$ cat src/rtl/ascon_round_ctrl.sv
// rtl/ascon_round_ctrl.sv - Iterative Ascon permutation sequencer driving an external round datapath.
// Optional: ASCON_ROUND_CTRL_BACK2BACK_EN lets a new start be accepted in the same cycle as the done handshake.
module ascon_round_ctrl #(
  parameter int NUM_ROUNDS_FULL    = 12,
  parameter int NUM_ROUNDS_REDUCED = 8
) (
  input  logic         clk_i,
  input  logic         rst_i,
  input  logic         start_valid_i,
  output logic         start_ready_o,
  input  logic         round_config_i,
  input  logic [319:0] state_i,
  output logic [3:0]   rnd_o,
  output logic         round_config_o,
  output logic [319:0] round_state_o,
  input  logic [319:0] round_state_i,
  output logic         done_valid_o,
  input  logic         done_ready_i,
  output logic [319:0] state_o,
  output logic         busy_o
);

  typedef enum logic [1:0] {
    IDLE = 2'd0,
    RUN  = 2'd1,
    DONE = 2'd2
  } fsm_t;

  localparam logic [3:0] LAST_FULL    = 4'(NUM_ROUNDS_FULL - 1);
  localparam logic [3:0] LAST_REDUCED = 4'(NUM_ROUNDS_REDUCED - 1);

  fsm_t         fsm_q;
  logic [319:0] state_q;
  logic [3:0]   rnd_q;
  logic         cfg_q;
  logic         ready_q;
  logic         done_q;
  logic         busy_q;
  logic [3:0]   rnd_last;

  assign rnd_last = cfg_q ? LAST_FULL : LAST_REDUCED;

  always_ff @(posedge clk_i or posedge rst_i) begin
    if (rst_i) begin
      fsm_q   <= IDLE;
      state_q <= '0;
      rnd_q   <= '0;
      cfg_q   <= 1'b0;
      ready_q <= 1'b1;
      done_q  <= 1'b0;
      busy_q  <= 1'b0;
    end else begin
      case (fsm_q)
        IDLE: begin
          if (start_valid_i) begin
            state_q <= state_i;
            cfg_q   <= round_config_i;
            rnd_q   <= '0;
            ready_q <= 1'b0;
            busy_q  <= 1'b1;
            fsm_q   <= RUN;
          end
        end
        RUN: begin
          state_q <= round_state_i;
          if (rnd_q == rnd_last) begin
            rnd_q  <= '0;
            busy_q <= 1'b0;
            done_q <= 1'b1;
            fsm_q  <= DONE;
          end else begin
            rnd_q <= rnd_q + 4'd1;
          end
        end
        DONE: begin
          if (done_ready_i) begin
            done_q <= 1'b0;
`ifdef ASCON_ROUND_CTRL_BACK2BACK_EN
            // Done and start handshakes in one cycle: reload and restart with no bubble.
            if (start_valid_i) begin
              state_q <= state_i;
              cfg_q   <= round_config_i;
              rnd_q   <= '0;
              busy_q  <= 1'b1;
              fsm_q   <= RUN;
            end else begin
              ready_q <= 1'b1;
              fsm_q   <= IDLE;
            end
`else
            ready_q <= 1'b1;
            fsm_q   <= IDLE;
`endif
          end
        end
        default: begin
          ready_q <= 1'b1;
          done_q  <= 1'b0;
          busy_q  <= 1'b0;
          fsm_q   <= IDLE;
        end
      endcase
    end
  end

`ifdef ASCON_ROUND_CTRL_BACK2BACK_EN
  assign start_ready_o = ready_q | (done_q & done_ready_i);
`else
  assign start_ready_o = ready_q;
`endif

  assign done_valid_o   = done_q;
  assign busy_o         = busy_q;
  assign rnd_o          = rnd_q;
  assign round_config_o = cfg_q;
  assign round_state_o  = state_q;
  assign state_o        = state_q;

endmodule

$ cat config.mk
export PLATFORM = sky130hd
export DESIGN_NAME = ascon_round_ctrl
export DESIGN_NICKNAME = d
export VERILOG_FILES = /design/src/rtl/ascon_round_ctrl.sv
export SDC_FILE = /design/constraint.sdc
export NUM_CORES = 1
export LEC_CHECK = 0
export BUFFER_PORTS_ARGS = -buffer_cell sky130_fd_sc_hd__buf_2
export CORE_AREA = 2 2 497 499
export CTS_CLUSTER_SIZE = 30
export DETAILED_ROUTE_END_ITERATION = 6
export DIE_AREA = 0 0 499 501
export GPL_TIMING_DRIVEN = 0
export HOLD_SLACK_MARGIN = 0.08
export PLACE_DENSITY_LB_ADDON = 0.25
export SYNTH_ARGS = -nofsm -noshare
export SYNTH_HDL_FRONTEND = slang
export SYNTH_SLANG_ARGS = --single-unit
export TNS_END_PERCENT = 20
$ cat constraint.sdc
create_clock -name clk_i -period 23.6 [get_ports clk_i]
set_clock_uncertainty 0.1 [all_clocks]
set_input_delay 3.54 -clock clk_i [delete_from_list [all_inputs] [get_ports clk_i]]
set_output_delay 3.54 -clock clk_i [all_outputs]
set_load 0.05 [all_outputs]
; After elaboration in Yosys (flattened, before gate mapping)
; Index checks and enable logic that the tools add are counted.
; W data, S select, Z words.
[totals]
register_bits = 330
latchBits = 0
mem_bits_rw = 0
mem_bits_ro = 0
in_bits = 645
out_inout_bits = 648
memories = 0
[op_classes]
n_addsub = 1
n_mul = 0
div_mod_pow = 0
magnitude_cmp = 0
n_eq_ne = 6
n_shift = 0
mux = 19
bitwise = 3
n_reduce_logical = 8
[op_table]
columns = operator, count
row1 = $pmux W320 S2, 1
row2 = $mux W320, 1
row3 = $mux W4, 3
row4 = $reduce_and A3 Y1, 4
row5 = $pmux W1 S3, 3
row6 = $pmux W4 S2, 1
row7 = $mux W1, 6
row8 = $mux W2, 3
row9 = $ne A2 B2 Y1 const B, 3
row10 = $pmux W2 S3, 1
row11 = $add A4 B1 Y4 const B, 1
row12 = $eq A4 B4 Y1, 1
row13 = $reduce_and A2 Y1, 2
row14 = $not A1 Y1, 3
row15 = $eq A2 B1 Y1 const B, 1
row16 = $eq A2 B2 Y1 const B, 1
row17 = $logic_not A2 Y1, 1
row18 = $reduce_bool A2 Y1, 1

; Longest topological paths before layout
; Gate-level depths: netlist (run 1).
[logic_depth]
ltp_word = 4
depth_mapped = 7

; Worst setup path after synthesis (run 1)
; No wires, ideal clock.
[synth_timing]
kind = input to register
from = input port start_valid_i
to = register state_q[123] (netlist: round_state_o[123])
setup_ns = 0.141
t_arrival_ns = 4.462
t_required_ns = 23.359
path_slack_ns = 18.897
path_stages = 6
path_buffers = 3
cell_sequence = or3b_1 buf_2 buf_2 buf_2 nand2_1 a31oi_1
[synth_via]
elab_chain_cells = 2
[synth_rtl]
columns = element, line_no
row1 = start: declaration, 9  ; input logic start_valid_i,
row2 = $ne A2 B2 Y1 (no line), n/a
row3 = $reduce_and A2 Y1 (no line), n/a
row4 = end signal: assignment, 56  ; state_q <= state_i;
row5 = end signal: assignment, 65  ; state_q <= round_state_i;
row6 = end: declaration, 33  ; logic [319:0] state_q;
; Every way passes these cells.
; A chain may end at the register's enable or synchronous reset.

; Worst setup path in the final report (run 1)
[layout_timing]
from = input port start_valid_i
to = register state_q[243] (netlist: round_state_o[243])
; The elaborated chain is that of the path after synthesis.

==> summary.txt, run 1 <==
Final hold viol count = 0
Synth warnings = 0
Seq/Total Area, Yosys = 0.481
Ys flop type = dfrtp_1
Max_cap viols = 0
Syn nets = 2762
Largest net degree at the start of global routing = 94
Initial drt markers = 1553
TritonCTS clock tree = done
Flop2flop setup slack = 20230 ps
Layout Nets = 4110
Via count = 21.8k
Hpwl dp = 179000 um
Path type of the worst setup path = in2reg
Proportion of layout cells with a drive suffix above 1 = 0.507
Starting Density = 0.0701
Crit. End Element = flop
Finished Layout Cells = 6771
Worst slew pin tran = 1300 ps
Clock power frac = 0.115
Pre-Repair DR Iteration Count = 6
Library cells used by synthesis = 28
Clock latency on the worst-skew pair = 640 ps
Setup violators final = 0
Vias in the first global route = 22.0k
Maximum clock rate = 181 MHz
First-pass GRT wire length = 251000 um
Mapped Area = 17200 sq um
Sw Share = 0.656
RSZ-0062 raised after global routing = false
Min cycle time layout = 5520 ps
Postcts setup bufs = 0
Post-synth ARST share = 1.00
Leakage = 14.1 nW
CTS sink cnt = 330
Routed wire per std cell = 30.0 um
DIE HEIGHT = 501 um
Residual DRC count = 0
Num CTS Buffers = 49
Vias/cell = 3.22
Setup TNS = 0 ps
Status = finished clean
I/O pins = 1293
Worst path arrival time = 5990 ps
Syn_area_per_cell = 8.11 sq um
Final ANT Viol Nets = 0
Logic pwr share = 0.692
H-tree depth = 2
Fillers = 28.7k
Power Dens Cells = 224 nW/um^2
Worst IR Drop VDD = 0.0814 mV
Switching power = 4.34 mW
Clock root buffer master = clkbuf_16
Grt total ovfl = 0
Area added between synthesis and finish = 71.7%
Die ar. = 250000 sq um
CP Launch Type = input port
Final Slew Violations = 0
CTS max path bufs = 3
Fin crit share = 0.234
Placed cells = 6633
Seq cells post-synth = 330
Critical path required time = 24070 ps
Hold buffers post-CTS = 0
EDFF count, synth = 0
Global-route usage over all layers = 0.156
Mapped Cells = 2116
Initial antenna violation count = 119
Max-slew headroom = 0.133
Post-cts resize count = 0
Reg power frac = 0.192
I/O Buffers = 1292
Row cnt = 182
Worst hold path type = reg2reg
Clk slew on worst S/H paths = 50 ps
Worst-path fanout max = 11
Die width = 499 um
DRT Wirelength = 203000 um
RD Place Congestion = 0.923
Internal power = 2.27 mW
Core area = 245000 sq um
worst paths after layout:
check / start / to / cells after the start
setup / recovery: start_valid_i / round_state_o[243] / 7
hold / removal: done_valid_o / done_valid_o / 2
setup reg to reg: fsm_q[1] / round_state_o[232] / 6
hold reg to reg: done_valid_o / done_valid_o / 2
max in group asynchronous: rst_i / round_state_o[77] / 3
min in group asynchronous: rst_i / round_state_o[105] / 2
power by group through the flow:
stage | clock network [mW] | registers, mW | logic (mW)
4_1_cts | 0.797 | 1.28 | 4.70
2_1_floorplan | 0 | 2.07 | 2.01
3_5_place_dp | 0 | 1.28 | 4.69
6_report | 0.762 | 1.27 | 4.58
5_1_grt | 0.809 | 1.31 | 4.82
3_3_place_gp | 0 | 1.29 | 4.69
state kept, by name (all words and copies together), names as in the netlist:
register,flops
round_state_o,320
round_config_o,1
rnd_o,4
done_valid_o,1
fsm_q,2
busy_o,1
start_ready_o,1
layout make-up:
type                       count  area [sq um]  share of cell area
sequential                   330          8260               0.280
timing repair buffer        1297          6580               0.223
multi-input combinational   1317          5850               0.198
tap                         3220          4030               0.137
buffer                       465          3050               0.103
clock buffer                  71          1400              0.0475
clock inverter                16           153             0.00518
antenna                       51           128             0.00433
inverter                       4          22.5            0.000764
metal layers:
metal  vias up  routed length, um  GRT usage
li1       9445                  -          -
met1     10697              77800      0.175
met4        74               5380     0.0411
met2      1340              93600      0.255
met3       262              26200     0.0854
met5         -                507          0
stage by stage:
stage	worst slack (ps)	hold WS, ps	util	power, mW	cell area, sq um
2_1_floorplan	10820	454	-	4.08	17200
3_3_place_gp	3920	407	0.113	5.98	27700
3_5_place_dp	17060	434	0.114	5.98	27800
4_1_cts	17810	464	0.120	6.78	29300
5_1_grt	17850	480	0.120	6.94	29400
6_report	18080	455	0.120	6.61	29500
critical path, cell delays in order:
cell	delay [ps]
buf_2	110
nor3b_4	400
buf_8	200
buf_2	580
buf_2	610
nand2_1	270
a31oi_1	220
placed cells by master (no fill, tap or decap), types with 3 or more instances in the layout:
cell	n
a31oi_1	321
buf_1	9
buf_16	3
buf_2	1367
buf_4	322
clkbuf_1	71
clkbuf_16	49
clkbuf_8	9
clkinv_2	7
clkinvlp_4	3
dfrtp_1	329
diode_2	51
inv_1	3
nand2_1	645
nor2_1	327
o21ai_0	3
synthesized netlist by cell type (2+ instances only):
master | number | share of area
buf_4 | 322 | 0.14
nor2b_1 | 2 | 0.00073
dfrtp_1 | 329 | 0.48
nand2b_1 | 2 | 0.00073
nor2_1 | 327 | 0.072
inv_1 | 4 | 0.00087
nand3_1 | 2 | 0.00058
buf_2 | 75 | 0.022
buf_1 | 9 | 0.0020
a31o_2 | 2 | 0.0010
a31oi_1 | 321 | 0.12
clkbuf_1 | 59 | 0.013
nand2_1 | 645 | 0.14
o21ai_0 | 3 | 0.00087
kinds of logic after synthesis:
family,count (synthesis),share of synthesized area
buffers and inverters,469,0.178
muxes,1,0.000656
DFF,330,0.481
and+or+nand+nor,981,0.216
AOI/OAI and AO/OA,334,0.123
adders and majority gates,1,0.000729
No activity file was read; power rests on OpenSTA's default activity.
==> inputs of run 2 (changes only) <==
- CORE_AREA: 2 2 497 499 -> 2 2 500 502
- DIE_AREA: 0 0 499 501 -> 0 0 502 504
- clock period: 23.6 -> 5.6 ns (I/O delays scaled with it)
==> run 2 against run 1 <==
Effect of this change:
- cell area grew 1.5%
- clock power increased to 4.4 times the previous value
- clock-buffer cell count up 1
- die area is 1.2% higher
- wire length fell by 1.4%
==> summary.txt, run 2 (synthesis gave the netlist of run 1 again) <==
Pwr Total = 28.0 mW
DRT Wirelength = 201000 um
Initial drt markers = 1354
Final hold viol count = 0
Clock latency on the worst-skew pair = 660 ps
Leakage = 14.2 nW
Via count = 21.6k
Logic pwr share = 0.690
Crit-path most repeated cell = buf_2
I/O pins = 1293
CP Launch Type = flop
Die width = 502 um
Hold buffers post-CTS = 0
Starting Density = 0.0693
Flop2flop setup slack = 2410 ps
Num CTS Buffers = 50
CP cell instances = buf_4 > nand2b_1 > buf_2 > buf_2 > clkbuf_1 > nor2_1 > a31oi_1
Worst hold path type = in2async
Met1 Use GR = 0.169
Crit path largest cell delay = 900 ps
Layout Nets = 4119
Reg2reg path depth = 7
Power Dens Cells = 938 nW/um^2
Global-route usage over all layers = 0.152
Largest register FFs = 320
Initial antenna violation count = 122
Met3 usage = 0.0862
Residual DRC count = 0
Proportion of layout cells with a drive suffix above 1 = 0.510
Post-cts resize count = 0
Switching power = 18.3 mW
Reg2reg end = round_state_o[13]
Setup violators final = 0
Maximum clock rate = 313 MHz
GR peak layer = met2
Worst slew pin tran = 1240 ps
Most common cell after layout, fill and taps aside = buf_2
Worst path slowest cell = clkbuf_1
Setup TNS = 0 ps
RSZ-0062 raised after global routing = false
Vias/cell = 3.13
Max-slew headroom = 0.171
H-tree depth = 2
DIE HEIGHT = 504 um
Clk slew on worst S/H paths = 60 ps
RD Place Congestion = 0.893
CTS max path bufs = 3
Area added between synthesis and finish = 74.2%
Final ANT Viol Nets = 0
Pre-Repair DR Iteration Count = 5
Row cnt = 183
Most frequent cells in the layout = buf_2, nand2_1, dfrtp_1
Finished Cell Area = 29900 sq um
Clock power frac = 0.120
Final core occ = 0.121
Pre-CTS setup slack = 1910 ps
TritonCTS clock tree = done
Die ar. = 253000 sq um
Fin crit share = 0.570
Hpwl dp = 177000 um
Max_cap viols = 0
I/O Buffers = 1292
Reg power frac = 0.190
Critical path required time = 6090 ps
Met2 Usage GRT = 0.245
Crit. End Element = flop
First-pass GRT wire length = 247000 um
Worst IR Drop VDD = 0.425 mV
Reg2reg start = fsm_q[1]
Internal power = 9.74 mW
Routed wire per std cell = 29.1 um
Dpl cell area = 28100 sq um
Finished Layout Cells = 6902
Final Slew Violations = 0
Path type of the worst setup path = reg2reg
Core area = 248000 sq um
Hold_ws = 154 ps
Largest net degree at the start of global routing = 37
Worst Slack Setup Final = 2410 ps
Sw Share = 0.653
Placed cells = 6751
Clock root buffer master = clkbuf_16
Status = finished clean
Min cycle time layout = 3190 ps
Postcts setup bufs = 0
Grt total ovfl = 0
CTS sink cnt = 330
Vias in the first global route = 21.8k
Worst path arrival time = 3680 ps
Worst-path fanout max = 11
[run 2: layer usage]
layer  wire [um]  part of all wire
met5         482            0.0024
met4        6430             0.032
met3       27300              0.14
met2       90600              0.45
met1       75900              0.38
[run 2: area by class of cell]
| class | count | area [sq um] |
|---|---|---|
| flip-flops and latches | 330 | 8260 |
| multi-input cells | 1317 | 5850 |
| fillers | 29046 | 218000 |
| clock buffers | 72 | 1490 |
| plain buffers | 465 | 3050 |
| repair buffers | 1305 | 6730 |
| inverters | 4 | 18.8 |
| diodes | 62 | 155 |
| well taps | 3330 | 4170 |
| clock inverters | 17 | 179 |
[run 2: power groups by stage]
stage	clock network, mW	registers, mW	logic, mW
2_1_floorplan	0	8.72	8.49
3_3_place_gp	0	5.38	19.8
3_5_place_dp	0	5.37	19.8
4_1_cts	3.50	5.36	19.8
5_1_grt	3.56	5.48	20.3
6_report	3.37	5.33	19.3
[run 2: how the worst max path moves through the flow]
stage | start | to | slack (ps) | cells past startpoint
4_1_cts | fsm_q[1] | round_state_o[285] | 2040 | 7
3_5_place_dp | start_valid_i | round_state_o[239] | 1910 | 7
3_3_place_gp | rst_i | round_state_o[58] | -3280 | 2
2_1_floorplan | rst_i | busy_o | 250 | 1
6_report | fsm_q[1] | round_state_o[13] | 2410 | 7
5_1_grt | fsm_q[1] | round_state_o[13] | 2130 | 7
[run 2: worst max-delay path: cells and delay by family, from the launching register on]
| family | cells | cell delay [ps] |
|---|---|---|
| flip-flops | 1 | 340 |
| AO/OA/AOI/OAI | 1 | 200 |
| AND/OR/NAND/NOR | 2 | 290 |
| buffers and inverters | 4 | 2120 |
